[config.mk]
export PLATFORM = sky130hd
export DESIGN_NAME = stopwatch_ctrl_flat
export DESIGN_NICKNAME = d
export VERILOG_FILES = /design/src/rtl/stopwatch_ctrl_if.sv /design/src/rtl/stopwatch_ctrl.sv /design/src/flat_wrapper.sv
export SDC_FILE = /design/constraint.sdc
export NUM_CORES = 1
export LEC_CHECK = 0
export BUFFER_PORTS_ARGS = -buffer_cell sky130_fd_sc_hd__buf_2
export CAP_MARGIN = 20
export CELL_PAD_IN_SITES_DETAIL_PLACEMENT = 0
export CELL_PAD_IN_SITES_GLOBAL_PLACEMENT = 1
export CORE_ASPECT_RATIO = 2
export CORE_MARGIN = 2
export CORE_UTILIZATION = 30
export DETAILED_ROUTE_END_ITERATION = 12
export HOLD_SLACK_MARGIN = 0.05
export PLACE_DENSITY_LB_ADDON = 0.1
export SKIP_CTS_REPAIR_TIMING = 1
export SLEW_MARGIN = 10
export SYNTH_ARGS = -nofsm -noshare
export SYNTH_HDL_FRONTEND = slang
export SYNTH_SLANG_ARGS = --single-unit
[constraint.sdc]
create_clock -name clk -period 3 [get_ports clk]
set_clock_uncertainty 0.05 [all_clocks]
set_input_delay 0.6 -clock clk [delete_from_list [all_inputs] [get_ports clk]]
set_output_delay 0.6 -clock clk [all_outputs]
set_load 0.05 [all_outputs]
[src/rtl/stopwatch_ctrl_if.sv]
// rtl/stopwatch_ctrl_if.sv - button, counter and display signals of the stopwatch controller
interface stopwatch_ctrl_if #(
    parameter int CNT_W = 10
);
    logic             btn_ss;
    logic             btn_lr;
    logic [CNT_W-1:0] count_in;
    logic             count_en;
    logic             count_clr;
    logic [CNT_W-1:0] dp_count;
    logic             running;
    logic             lap_active;

    // Environment side: buttons and counter value in, strobes and display out
    modport master (
        output btn_ss,
        output btn_lr,
        output count_in,
        input  count_en,
        input  count_clr,
        input  dp_count,
        input  running,
        input  lap_active
    );

    // Controller side
    modport slave (
        input  btn_ss,
        input  btn_lr,
        input  count_in,
        output count_en,
        output count_clr,
        output dp_count,
        output running,
        output lap_active
    );
endinterface

[src/rtl/stopwatch_ctrl.sv]
// rtl/stopwatch_ctrl.sv - run/stop/lap/clear controller for the stopwatch counter (option: STOPWATCH_AUTOSTOP_EN)
module stopwatch_ctrl #(
    parameter int TICK_DIV  = 500000,
    parameter int CNT_W     = 10,
    parameter int MAX_COUNT = 999
) (
    input  logic             clk,
    input  logic             hard_reset,
    stopwatch_ctrl_if.slave  bus
);
    localparam int TW = (TICK_DIV > 1) ? $clog2(TICK_DIV) : 1;
    localparam logic [TW-1:0]    TICK_LAST = TW'(TICK_DIV - 1);
    localparam logic [CNT_W-1:0] MAX_VAL   = CNT_W'(MAX_COUNT);

    typedef enum logic [1:0] {
        S_IDLE = 2'd0,
        S_RUN  = 2'd1,
        S_LAP  = 2'd2,
        S_STOP = 2'd3
    } state_t;

    state_t           r_state;
    logic [TW-1:0]    r_tick_cnt;
    logic [CNT_W-1:0] r_lap_reg;
    logic             r_ss_q;
    logic             r_lr_q;
    logic             r_count_en;
    logic             r_count_clr;
    logic [CNT_W-1:0] r_dp_count;
    logic             r_running;
    logic             r_lap_active;

    state_t           w_next_state;
    logic [TW-1:0]    w_next_tick;
    logic             w_ss_p;
    logic             w_lr_p;
    logic             w_active;
    logic             w_tick;
    logic             w_at_max;
    logic             w_lap_load;
    logic             w_en;
    logic             w_clr;

    // Press detection, prescaler and next-state/strobe decisions for the coming edge
    always_comb begin
        w_ss_p       = bus.btn_ss & ~r_ss_q;
        // Start/stop wins when both buttons are pressed in the same cycle
        w_lr_p       = bus.btn_lr & ~r_lr_q & ~w_ss_p;
        w_active     = (r_state == S_RUN) || (r_state == S_LAP);
        w_tick       = w_active && (r_tick_cnt == TICK_LAST);
        w_at_max     = (bus.count_in == MAX_VAL);
        w_next_state = r_state;
        w_next_tick  = r_tick_cnt;
        w_lap_load   = 1'b0;
        w_en         = 1'b0;
        w_clr        = 1'b0;

        if (w_active) begin
            w_next_tick = w_tick ? '0 : r_tick_cnt + 1'b1;
        end

        case (r_state)
            S_IDLE: begin
                if (w_ss_p) begin
                    w_next_state = S_RUN;
                    w_next_tick  = '0;
                end
            end
            S_RUN: begin
                if (w_ss_p) begin
                    w_next_state = S_STOP;
                end else if (w_lr_p) begin
                    w_next_state = S_LAP;
                    w_lap_load   = 1'b1;
                end
            end
            S_LAP: begin
                if (w_ss_p) begin
                    w_next_state = S_STOP;
                end else if (w_lr_p) begin
                    w_next_state = S_RUN;
                end
            end
            S_STOP: begin
`ifdef STOPWATCH_AUTOSTOP_EN
                // A counter parked at its last value can only be cleared, not resumed
                if (w_ss_p && !w_at_max) begin
`else
                if (w_ss_p) begin
`endif
                    // Resume keeps the partial prescaler count
                    w_next_state = S_RUN;
                end else if (w_lr_p) begin
                    w_next_state = S_IDLE;
                    w_clr        = 1'b1;
                    w_next_tick  = '0;
                end
            end
            default: begin
                w_next_state = S_IDLE;
                w_next_tick  = '0;
            end
        endcase

        if (w_tick) begin
            if (w_at_max) begin
`ifdef STOPWATCH_AUTOSTOP_EN
                w_next_state = S_STOP;
                w_next_tick  = '0;
`else
                // Wrap: clear the counter instead of incrementing past the last value
                w_clr = 1'b1;
`endif
            end else begin
                w_en = 1'b1;
            end
        end
    end

    // State, prescaler, button history and all registered outputs
    always_ff @(posedge clk) begin
        if (hard_reset) begin
            r_state      <= S_IDLE;
            r_tick_cnt   <= '0;
            r_lap_reg    <= '0;
            r_ss_q       <= 1'b1;
            r_lr_q       <= 1'b1;
            r_count_en   <= 1'b0;
            r_count_clr  <= 1'b0;
            r_dp_count   <= '0;
            r_running    <= 1'b0;
            r_lap_active <= 1'b0;
        end else begin
            r_ss_q       <= bus.btn_ss;
            r_lr_q       <= bus.btn_lr;
            r_state      <= w_next_state;
            r_tick_cnt   <= w_next_tick;
            if (w_lap_load) begin
                r_lap_reg <= bus.count_in;
            end
            r_count_en   <= w_en;
            r_count_clr  <= w_clr;
            r_dp_count   <= (r_state == S_LAP) ? r_lap_reg : bus.count_in;
            r_running    <= (w_next_state == S_RUN) || (w_next_state == S_LAP);
            r_lap_active <= (w_next_state == S_LAP);
        end
    end

    assign bus.count_en   = r_count_en;
    assign bus.count_clr  = r_count_clr;
    assign bus.dp_count   = r_dp_count;
    assign bus.running    = r_running;
    assign bus.lap_active = r_lap_active;
endmodule
[src/flat_wrapper.sv]
// flat-port wrapper written by rule: the top's interface ports become plain ports
module stopwatch_ctrl_flat 
#(
    parameter int TICK_DIV  = 500000,
    parameter int CNT_W     = 10,
    parameter int MAX_COUNT = 999
)
  (clk, hard_reset, bus_btn_ss, bus_btn_lr, bus_count_in, bus_count_en, bus_count_clr, bus_dp_count, bus_running, bus_lap_active);
  stopwatch_ctrl_if #(.CNT_W(CNT_W)) bus_i ();
  input  logic clk;
  input  logic hard_reset;
  input wire logic [$bits(bus_i.btn_ss)-1:0] bus_btn_ss;
  input wire logic [$bits(bus_i.btn_lr)-1:0] bus_btn_lr;
  input wire logic [$bits(bus_i.count_in)-1:0] bus_count_in;
  output wire logic [$bits(bus_i.count_en)-1:0] bus_count_en;
  output wire logic [$bits(bus_i.count_clr)-1:0] bus_count_clr;
  output wire logic [$bits(bus_i.dp_count)-1:0] bus_dp_count;
  output wire logic [$bits(bus_i.running)-1:0] bus_running;
  output wire logic [$bits(bus_i.lap_active)-1:0] bus_lap_active;
  assign bus_i.btn_ss = bus_btn_ss;
  assign bus_i.btn_lr = bus_btn_lr;
  assign bus_i.count_in = bus_count_in;
  assign bus_count_en = bus_i.count_en;
  assign bus_count_clr = bus_i.count_clr;
  assign bus_dp_count = bus_i.dp_count;
  assign bus_running = bus_i.running;
  assign bus_lap_active = bus_i.lap_active;
  stopwatch_ctrl #(.TICK_DIV(TICK_DIV), .CNT_W(CNT_W), .MAX_COUNT(MAX_COUNT)) u_core (.clk(clk), .hard_reset(hard_reset), .bus(bus_i));
endmodule
## Word level (Yosys, flattened, before mapping)

Index checks and enable logic that the tools add are counted.

| storage, ports and cells | value |
|---|---|
| register bits after elaboration | 47 |
| bits of input ports | 14 |
| word-level logic and storage cells | 52 |
| output and inout bits | 14 |

| operators by class | value |
|---|---|
| reduce and logical (&&, ||, !) cells | 5 |
| bitwise operators | 7 |
| eq/ne operators | 7 |
| add/sub/neg operators | 1 |
| mux-type cells | 22 |

Operator list:

| kind | number |
|---|---|
| 19-bit two-way mux | 5 |
| 19-bit case mux with 2 select lines | 1 |
| 19-bit by 1-bit adder with 19-bit output (second input constant) | 1 |
| 19-bit equality test (second input constant) | 1 |
| 2-bit two-way mux | 7 |
| 10-bit equality test (second input constant) | 1 |
| 10-bit two-way mux | 1 |
| 2-bit case mux with 4 select lines | 1 |
| 1-bit two-way mux | 7 |
| 2-bit equality test (second input constant) | 3 |
| 2-bit by 1-bit equality test with 1-bit output (second input constant) | 2 |
| 1-bit inverter | 4 |
| 1-bit AND | 3 |
| 2-bit logical NOT | 1 |
| 1-bit logical OR | 2 |
| 2-bit OR reduction | 1 |
| 1-bit logical AND | 1 |

## Depth between registers and ports, before layout

Gate-level depths: netlist of the first run.

| logic depth | value |
|---|---|
| depth after elaboration | 9 |
| depth in mapped cells | 8 |
| depth with buffers taken out | 7 |

## Worst setup path after synthesis of the first run

OpenSTA, ideal clock, no wires.

| timing | value |
|---|---|
| path type | register -> register |
| from | register u_core.r_state[0] |
| to | register u_core.r_tick_cnt[15] |
| period minus slack after synthesis | 2.131 ns |
| buffers on the path | 1 |
| required time | 2.864 ns |
| stages on the path, launching flop included | 8 |
| library setup time | 0.086 ns |
| setup slack | 0.869 ns |
| data arrival time | 1.995 ns |
| path through | dfxtp_1 -> inv_1 -> ha_1 -> nand4_4 -> or2_1 -> buf_6 -> or4_1 -> a211oi_1 |

| between the ends | value |
|---|---|
| cells in the longest elaborated chain, start to end | 8 |
| elaborated cells between the ends (all ways) | 12 |
| those cells by class | eq/ne: 3; mux: 6; reduce/logical: 3 |

Ends and longest elaborated chain:

| item | line | text |
|---|---|---|
| from (decl) | stopwatch_ctrl.sv:22 | `state_t r_state;` |
| from (signal assigned) | stopwatch_ctrl.sv:136 | `r_state <= w_next_state;` |
| 2-bit by 1-bit equality test with 1-bit output or 2-bit equality test (tied branches) | stopwatch_ctrl.sv:49 | `w_active = (r_state == S_RUN) \|\| (r_state == S_LAP);` |
| 1-bit logical OR | stopwatch_ctrl.sv:49 |  |
| 1-bit logical AND | stopwatch_ctrl.sv:50 | `w_tick = w_active && (r_tick_cnt == TICK_LAST);` |
| 19-bit two-way mux | stopwatch_ctrl.sv:59 | `w_next_tick = w_tick ? '0 : r_tick_cnt + 1'b1;` |
| 19-bit two-way mux | stopwatch_ctrl.sv:58 | `if (w_active) begin` |
| 19-bit two-way mux | stopwatch_ctrl.sv:93 | `end else if (w_lr_p) begin` |
| 19-bit two-way mux | stopwatch_ctrl.sv:89 | `if (w_ss_p) begin` |
| 19-bit case mux with 2 select lines (*) | stopwatch_ctrl.sv:62 | `case (r_state)` |
| to (signal assigned) | stopwatch_ctrl.sv:137 | `r_tick_cnt <= w_next_tick;` |
| to (decl) | stopwatch_ctrl.sv:23 | `logic [TW-1:0] r_tick_cnt;` |

Mark *: on every way between the ends. The rest lies on a longest branch, timed or not.
A chain may end at the register's enable or synchronous reset.

## Worst setup path in the final report of the first run

| timing | value |
|---|---|
| from | register u_core.r_state[1] |
| to | register u_core.r_tick_cnt[18] |

The elaborated chain is that of the path after synthesis.

==> flow_metrics.env, run 1 <==
export IMPL_max_cap_viol_count=0
export IMPL_top_usage_layer="met2"
export IMPL_crit_type="reg -> reg"
export IMPL_synth_top_family_by_area="simple AND/OR/NAND/NOR gates"
export IMPL_cts_buffers=5
export IMPL_p_total_uw=1310
export IMPL_clk_path_buf_depth=2
export IMPL_cp_max_fo=8
export IMPL_first_global_vias=1782
export IMPL_grt_total_usage_pct=15.5
export IMPL_grt_ovfl_total=0
export IMPL_finalSetupTns_ns=0
export IMPL_setup_violations=0
export IMPL_coreArea_um2=6940
export IMPL_drive_gt1_share_pct=20.8
export IMPL_final_hold_violation_count=0
export IMPL_worstSetupEndpointType="register"
export IMPL_fillers=738
export IMPL_async_flop_share_pct=0
export IMPL_fin_crit_sh_pct=79.0
export IMPL_syn_inst=227
export IMPL_synthMuxAreaShare_pct=10.2
export IMPL_layout_commonest_cell="dfxtp_1"
export IMPL_initial_core_util_pct=31.2
export IMPL_ys_ff_latch=47
export IMPL_htree_levels=2
export IMPL_final_max_slew_viol_count=0
export IMPL_synth_compound_area_share_pct=13.4
export IMPL_dpl_cell_area_um2=2380
export IMPL_cts_sinks=47
export IMPL_synthXorXnorAreaFrac_pct=1.22
export IMPL_fp_dieH_um=124
export IMPL_synthSimpleGateAreaFrac_pct=24.9
export IMPL_dieArea_um2=7940
export IMPL_route_detailed_drc=0
export IMPL_final_cell_mix="47 x dfxtp_1, 27 x buf_2, 26 x nor2_1"
export IMPL_irDropWorstVdd_mv=0.276
export IMPL_grtUsageMet3_pct=3.16
export IMPL_post_place_ws_ns=0.632
export IMPL_crit_required_ns=3.16
export IMPL_io_pins=28
export IMPL_viasPerCell=5.21
export IMPL_synthAdderAreaFrac_pct=3.47
export IMPL_worst_pin_slew_ns=0.736
export IMPL_powerDensity_nw_per_um2=519
export IMPL_grt_max_degree=32
export IMPL_std_cell_rows=43
export IMPL_fin_ws_ns=0.631
export IMPL_synth_edf_count=0
export IMPL_ant_nets=0
export IMPL_hold_slack_ns=0.446
export IMPL_p_leak_uw=0.000987
export IMPL_clkTransAtPathRegs_ns=0.07
export IMPL_syn_num_nets=247
export IMPL_relSlewSlack_pct=50.9
export IMPL_wire_per_inst_um=16.7
export IMPL_ys_seq_area_share_pct=43.5
export IMPL_synth_main_ff_cell="dfxtp_1"
export IMPL_area_growth_pct=16.8
export IMPL_cts_root_buf="clkbuf_16"
export IMPL_fp_dieW_um=64.0
export IMPL_min_path_type="reg -> reg"
export IMPL_cts_tree="yes"
export IMPL_grtUsageMet2_pct=29.4
export IMPL_place_port_buffers=27
export IMPL_fin_nets=274
export IMPL_rsz0062_at_grt="false"
export IMPL_fmax_mhz=422
export IMPL_grt_pass1_wl_um=9130
export IMPL_drtIter0Drc=52
export IMPL_largest_reg_flops=19
export IMPL_syn_cell_area_um2=2160
export IMPL_clk_latency_ns=0.29
export IMPL_dp_hpwl_um=4350
export IMPL_multi_input_area_um2=1150
export IMPL_status="completed"
export IMPL_drtPass1Iterations=4
export IMPL_seq_area_um2=941
export IMPL_met1_usage_pct=14.0
export IMPL_antenna_cells=0
export IMPL_place_congestion=0.793
export IMPL_antenna_found_initial=0
export IMPL_yosysWarnings=0
export IMPL_vias=1797
export IMPL_critPathArrivalTime_ns=2.53
export IMPL_synth_cell_types=47
export IMPL_fin_crit_ns=2.37
export IMPL_drt_total_wl_um=5780
export IMPL_avgSynthCellArea_um2=9.52
export IMPL_final_area_um2=2520
export IMPL_crit_path_start_kind="register"
routing by layer:
layer / routed length, µm / share of wire, %
met5: 0 / 0
met4: 301 / 5.2
met3: 211 / 3.7
met2: 3210 / 56
met1: 2050 / 35
worst max-delay path, stage by stage (launching register included):
cell and delay (ns):
dfxtp_1 0.38, inv_1 0.08, ha_1 0.44, and4_1 0.43, nand4_4 0.16, or4_1 0.52, a211oi_1 0.22
per-stage QoR:
| step | util, % | cells |
|---|---|---|
| 2_1_floorplan | - | 227 |
| 3_3_place_gp | 34.3 | 337 |
| 6_report | 36.4 | 345 |
| 4_1_cts | 36.4 | 345 |
| 5_1_grt | 36.4 | 345 |
| 3_5_place_dp | 34.3 | 337 |
synthesized netlist by cell type (all sizes together) (2+ instances only):
cell    instances  area (µm²)
dfxtp          47         941
nor2           26        97.6
mux2i          21         210
a21oi          12        60.1
nand4          10        92.6
o211ai          8        60.1
or2             8        50.1
nand3           7        35.0
buf             6        36.3
ha              6        75.1
nand2           6        22.5
a211oi          5        37.5
inv             5        18.8
nor3            5        25.0
or3             5        35.0
clkbuf          4        15.0
nor2b           4        25.0
o21ai           4        20.0
or4             4        30.0
and3            3        18.8
and4            3        26.3
nor4            3        18.8
o31ai           3        22.5
a311oi          2        17.5
and2            2        12.5
o221ai          2        17.5
xnor2           2        17.5
path summary, 6_finish.rpt:
path                      endpoint  depth (start not counted)           startpoint  slack (ns)
max          u_core.r_tick_cnt[18]                          6    u_core.r_state[1]        0.63
min            u_core.r_lap_reg[2]                          2  u_core.r_lap_reg[2]        0.45
max reg2reg  u_core.r_tick_cnt[18]                          6    u_core.r_state[1]        0.63
min reg2reg    u_core.r_lap_reg[2]                          2  u_core.r_lap_reg[2]        0.45
power by group:
part | switching, µW | internal (µW) | leakage [µW]
Sequential | 5.42 | 636 | 0.000382
Clock | 247 | 309 | 0.0000740
Combinational | 79.0 | 33.2 | 0.000531
cells by family after synthesis:
family          count (synthesis)
xor+xnor                        3
mux                            22
fa+ha+maj                       6
compound gates                 42
flops                          47
simple gates                   92
buf+inv                        15
layout make-up:
type,instances,area share (%)
clock buffers,5,4.96
clock inverters,3,0.743
inverters,5,0.743
multi-input cells,165,45.6
flip-flops and latches,47,37.3
well taps,90,4.46
repair buffers,30,6.24
Power figures use the tool's default switching activity.
==> inputs of run 2 (changes only) <==
clock period = 2.1 ns   (was 3 ns; I/O delays follow)
==> run 2 against run 1 <==
  * Combinational power grew 58%
  * Hold slack lost 0.16 ns
  * Maximum frequency increased by 21%
  * Critical endpoint unchanged
  * Critical path type unchanged
  * Wire length fell by 1.2%
  * Clock power is 74% higher
  * Non-clock buffer count is 22 higher
==> flow_metrics.env, run 2 (synthesized netlist as in run 1, its figures left out) <==
export IMPL_status="completed"
export IMPL_fin_crit_sh_pct=93.1
export IMPL_viasPerCell=5.08
export IMPL_fp_dieW_um=64.0
export IMPL_cts_buffers=5
export IMPL_seqPwrFrac_pct=44.5
export IMPL_dp_cells=357
export IMPL_worstSetupEndpointType="register"
export IMPL_final_max_slew_viol_count=0
export IMPL_layout_commonest_cell="dfxtp_1"
export IMPL_route_detailed_drc=0
export IMPL_hold_depth=2
export IMPL_clkTransAtPathRegs_ns=0.07
export IMPL_grt_max_degree=18
export IMPL_max_cap_viol_count=0
export IMPL_antenna_found_initial=0
export IMPL_grt_pass1_wl_um=9410
export IMPL_irDropWorstVdd_mv=0.576
export IMPL_dp_hpwl_um=4340
export IMPL_largest_reg_flops=19
export IMPL_fin_nets=296
export IMPL_place_port_buffers=27
export IMPL_first_global_vias=1901
export IMPL_final_cell_mix="46 x dfxtp_1, 27 x buf_2, 26 x nor2_1"
export IMPL_place_congestion=0.796
export IMPL_drt_total_wl_um=5710
export IMPL_p_total_uw=2060
export IMPL_setup_violations=0
export IMPL_powerDensity_nw_per_um2=750
export IMPL_hp_start="bus_btn_lr"
export IMPL_instances_no_fill=367
export IMPL_r2r_cells=6
export IMPL_initial_core_util_pct=31.2
export IMPL_startpoint="u_core.r_state[0]"
export IMPL_grt_ovfl_total=0
export IMPL_regToRegStartpoint="u_core.r_state[0]"
export IMPL_p_int_uw=1570
export IMPL_swShare_pct=23.7
export IMPL_critPathArrivalTime_ns=2.12
export IMPL_area_growth_pct=26.9
export IMPL_fillers=727
export IMPL_fmax_mhz=511
export IMPL_coreArea_um2=6940
export IMPL_grt_total_usage_pct=15.9
export IMPL_drive_gt1_share_pct=28.5
export IMPL_multi_input_area_um2=1170
export IMPL_rsz0062_at_grt="false"
export IMPL_worst_pin_slew_ns=0.566
export IMPL_crit_path_start_kind="register"
export IMPL_crit_required_ns=2.26
export IMPL_cts_tree="yes"
export IMPL_relSlewSlack_pct=61.7
export IMPL_vias=1866
export IMPL_htree_levels=2
export IMPL_ant_nets=0
export IMPL_finalSetupTns_ns=0
export IMPL_dieArea_um2=7940
export IMPL_clk_latency_ns=0.29
export IMPL_drtPass1Iterations=4
export IMPL_antenna_cells=0
export IMPL_drtIter0Drc=61
export IMPL_pwr_share_comb_pct=8.6
export IMPL_fp_dieH_um=124
export IMPL_clk_path_buf_depth=2
export IMPL_cts_sinks=47
export IMPL_seq_area_um2=942
export IMPL_clock_power_share_pct=46.9
export IMPL_crit_type="reg -> reg"
export IMPL_cp_max_fo=4
export IMPL_wire_per_inst_um=15.6
export IMPL_p_leak_uw=0.00111
export IMPL_std_cell_rows=43
export IMPL_final_hold_violation_count=0
export IMPL_min_path_type="in -> reg"
export IMPL_fin_crit_ns=1.96
export IMPL_cts_root_buf="clkbuf_16"
export IMPL_io_pins=28
export IMPL_switchingPower_uw=488
export IMPL_fin_util_pct=39.5
run 2: per-layer routing:
metal / track usage (%) / share of wire (%) / vias up
met5: 0 / 0 / -
met4: 11.5 / 5.0 / 0
met3: 2.62 / 2.4 / 15
met2: 29.8 / 56 / 32
met1: 15.2 / 36 / 883
li1: - / - / 936
run 2: worst max-delay path: stages (launching register included):
cell,delay [ns]
dfxtp_2,0.35
inv_1,0.08
ha_4,0.30
and4_4,0.27
nand4_4,0.10
or4_1,0.50
a211oi_1,0.22
run 2: final cells by class:
cell class	count	share of cell area, %
multi-input cells	165	42.6
flip-flops and latches	47	34.4
repair buffers	52	11.8
clock buffers	6	5.06
well taps	90	4.11
clock inverters	2	1.41
inverters	5	0.684
run 2: path summary, 6_finish.rpt:
check	endpoint	slack, ns
setup / recovery	u_core.r_tick_cnt[18]	0.14
hold / removal	u_core.r_lr_q	0.29
hold reg to reg	u_core.r_tick_cnt[18]	0.44
setup reg to reg	u_core.r_tick_cnt[18]	0.14
run 2: stage by stage:
stage               hold WS, ns  worst slack (ns)  cell area [µm²]
global route              0.294            0.0180             2740
CTS                       0.281           0.00982             2720
detailed placement        0.435            0.0313             2540
finish                    0.285             0.145             2740
global placement          0.425            0.0582             2540
floorplan                 0.406            0.0593             2170
run 2: power by group through the flow:
stage,logic (µW),clock network (µW),registers (µW)
global route,194,1020,916
global placement,181,0,936
detailed placement,180,0,936
CTS,180,999,915
finish,177,965,915
floorplan,70.3,0,980
==> inputs of run 3 (changes only) <==
SETUP_SLACK_MARGIN = 0.15   (was default)
==> run 3 against run 2 <==
  * Hold slack improved by 0.0067 ns
  * Largest power group is now sequential cells
  * Combinational power barely moved
  * Via count fell by 1.0%
  * Wire length fell by 0.68%
  * First-iteration DRC count fell by 33%
  * Clock power fell by 16%
  * Design area fell by 0.59%
==> flow_metrics.env, run 3 (synthesized netlist as in run 1, its figures left out) <==
export IMPL_clkTransAtPathRegs_ns=0.07
export IMPL_routed_top_layer="met4"
export IMPL_drive_gt1_share_pct=31.3
export IMPL_irDropWorstVdd_mv=0.483
export IMPL_grt_max_degree=19
export IMPL_worstSetupEndpointType="register"
export IMPL_seqPwrFrac_pct=48.2
export IMPL_antenna_cells=0
export IMPL_status="completed"
export IMPL_area_growth_pct=26.1
export IMPL_coreArea_um2=6940
export IMPL_critPathSlowestCell="or4_1"
export IMPL_cp_max_fo=4
export IMPL_fin_nets=291
export IMPL_grt_pass1_wl_um=9060
export IMPL_wl_met1_um=2090
export IMPL_r2r_setup_slack_ns=0.21
export IMPL_fin_crit_ns=1.89
export IMPL_wl_met3_um=168
export IMPL_multi_input_area_um2=1210
export IMPL_grt_total_usage_pct=15.2
export IMPL_cts_buffers=5
export IMPL_relSlewSlack_pct=61.7
export IMPL_p_int_uw=1420
export IMPL_dieArea_um2=7940
export IMPL_max_cap_viol_count=0
export IMPL_crit_chain="inv_2 -> ha_4 -> nand4_4 -> or2_4 -> or4_1 -> a211oi_2"
export IMPL_place_congestion=0.753
export IMPL_rsz0062_at_grt="true"
export IMPL_fmax_mhz=529
export IMPL_crit_path_start_kind="register"
export IMPL_final_hold_violation_count=0
export IMPL_critPathArrivalTime_ns=2.05
export IMPL_p_total_uw=1900
export IMPL_initial_core_util_pct=31.2
export IMPL_cts_sinks=47
export IMPL_finalSetupTns_ns=0
export IMPL_wl_met2_um=3240
export IMPL_viasPerCell=5.10
export IMPL_ant_nets=0
export IMPL_clock_power_share_pct=42.4
export IMPL_path_buf_inv=1
export IMPL_wire_per_inst_um=15.7
export IMPL_vias=1847
export IMPL_drt_total_wl_um=5670
export IMPL_drtIter0Drc=41
export IMPL_seq_area_um2=946
export IMPL_final_max_slew_viol_count=0
export IMPL_powerDensity_nw_per_um2=698
export IMPL_fp_dieH_um=124
export IMPL_pwr_share_comb_pct=9.4
export IMPL_io_pins=28
export IMPL_cp_top_family="simple AND/OR/NAND/NOR gates"
export IMPL_std_cell_rows=43
export IMPL_dp_hpwl_um=4250
export IMPL_fillers=729
export IMPL_place_port_buffers=27
export IMPL_clk_path_buf_depth=2
export IMPL_cts_root_buf="clkbuf_16"
export IMPL_crit_required_ns=2.26
export IMPL_crit_type="reg -> reg"
export IMPL_setup_violations=0
export IMPL_drtPass1Iterations=4
export IMPL_swShare_pct=25.5
export IMPL_htree_levels=2
export IMPL_worst_pin_slew_ns=0.559
export IMPL_first_global_vias=1845
export IMPL_final_cell_mix="45 x dfxtp_1, 27 x buf_2, 26 x nor2_1"
export IMPL_grt_ovfl_total=0
export IMPL_clk_latency_ns=0.29
export IMPL_antenna_found_initial=0
export IMPL_fin_crit_sh_pct=90.0
export IMPL_slowest_delay_ns=0.52
export IMPL_cts_tree="yes"
export IMPL_largest_reg_flops=19
export IMPL_fp_dieW_um=64.0
export IMPL_p_leak_uw=0.00108
export IMPL_min_path_type="in -> reg"
export IMPL_route_detailed_drc=0
export IMPL_layout_commonest_cell="dfxtp_1"
export IMPL_switchingPower_uw=485
## run 3: worst reg2reg max path: stages, from the launching register on
cell,delay (ns)
dfxtp_4,0.36
inv_2,0.05
ha_4,0.28
nand4_4,0.09
or2_4,0.27
or4_1,0.52
a211oi_2,0.18
## run 3: per-layer routing
layer | global-route usage [%] | vias to the layer above
li1 | - | 925
met1 | 14.8 | 880
met2 | 29.0 | 32
met3 | 3.16 | 10
met4 | 8.42 | 0
met5 | 0 | -
## run 3: worst paths after layout
check | from | endpoint | cells past startpoint
setup / recovery | u_core.r_state[0] | u_core.r_tick_cnt[17] | 6
hold / removal | bus_btn_ss | u_core.r_ss_q | 2
setup reg to reg | u_core.r_state[0] | u_core.r_tick_cnt[17] | 6
hold reg to reg | u_core.r_lap_reg[1] | u_core.bus.dp_count[1] | 2
## run 3: final cells by class
cell class,instances,share of cell area [%]
clock buffer,5,4.59
clock inverter,3,0.826
inverter,5,0.688
multi-input combinational,166,44.4
sequential,47,34.7
tap,90,4.13
timing repair buffer,46,10.6
## run 3: stage by stage
stage               setup slack (ns)  instance area (µm²)  std cells  util [%]  hold slack (ns)
floorplan                      0.157                 2180        227         -            0.406
global placement               0.153                 2500        349      36.0            0.424
detailed placement            0.0896                 2500        349      36.0            0.437
CTS                           0.0889                 2650        357      38.1            0.282
global route                   0.102                 2730        362      39.3            0.288
finish                         0.210                 2730        362      39.3            0.292
## run 3: power by group through the flow
| stage | combinational, µW | sequential, µW | clock, µW |
|---|---|---|---|
| after CTS | 179 | 917 | 837 |
| final | 179 | 916 | 807 |
| after floorplan | 70.4 | 980 | 0 |
| after global routing | 196 | 917 | 869 |
| after detailed placement | 178 | 937 | 0 |
| after global placement | 179 | 937 | 0 |
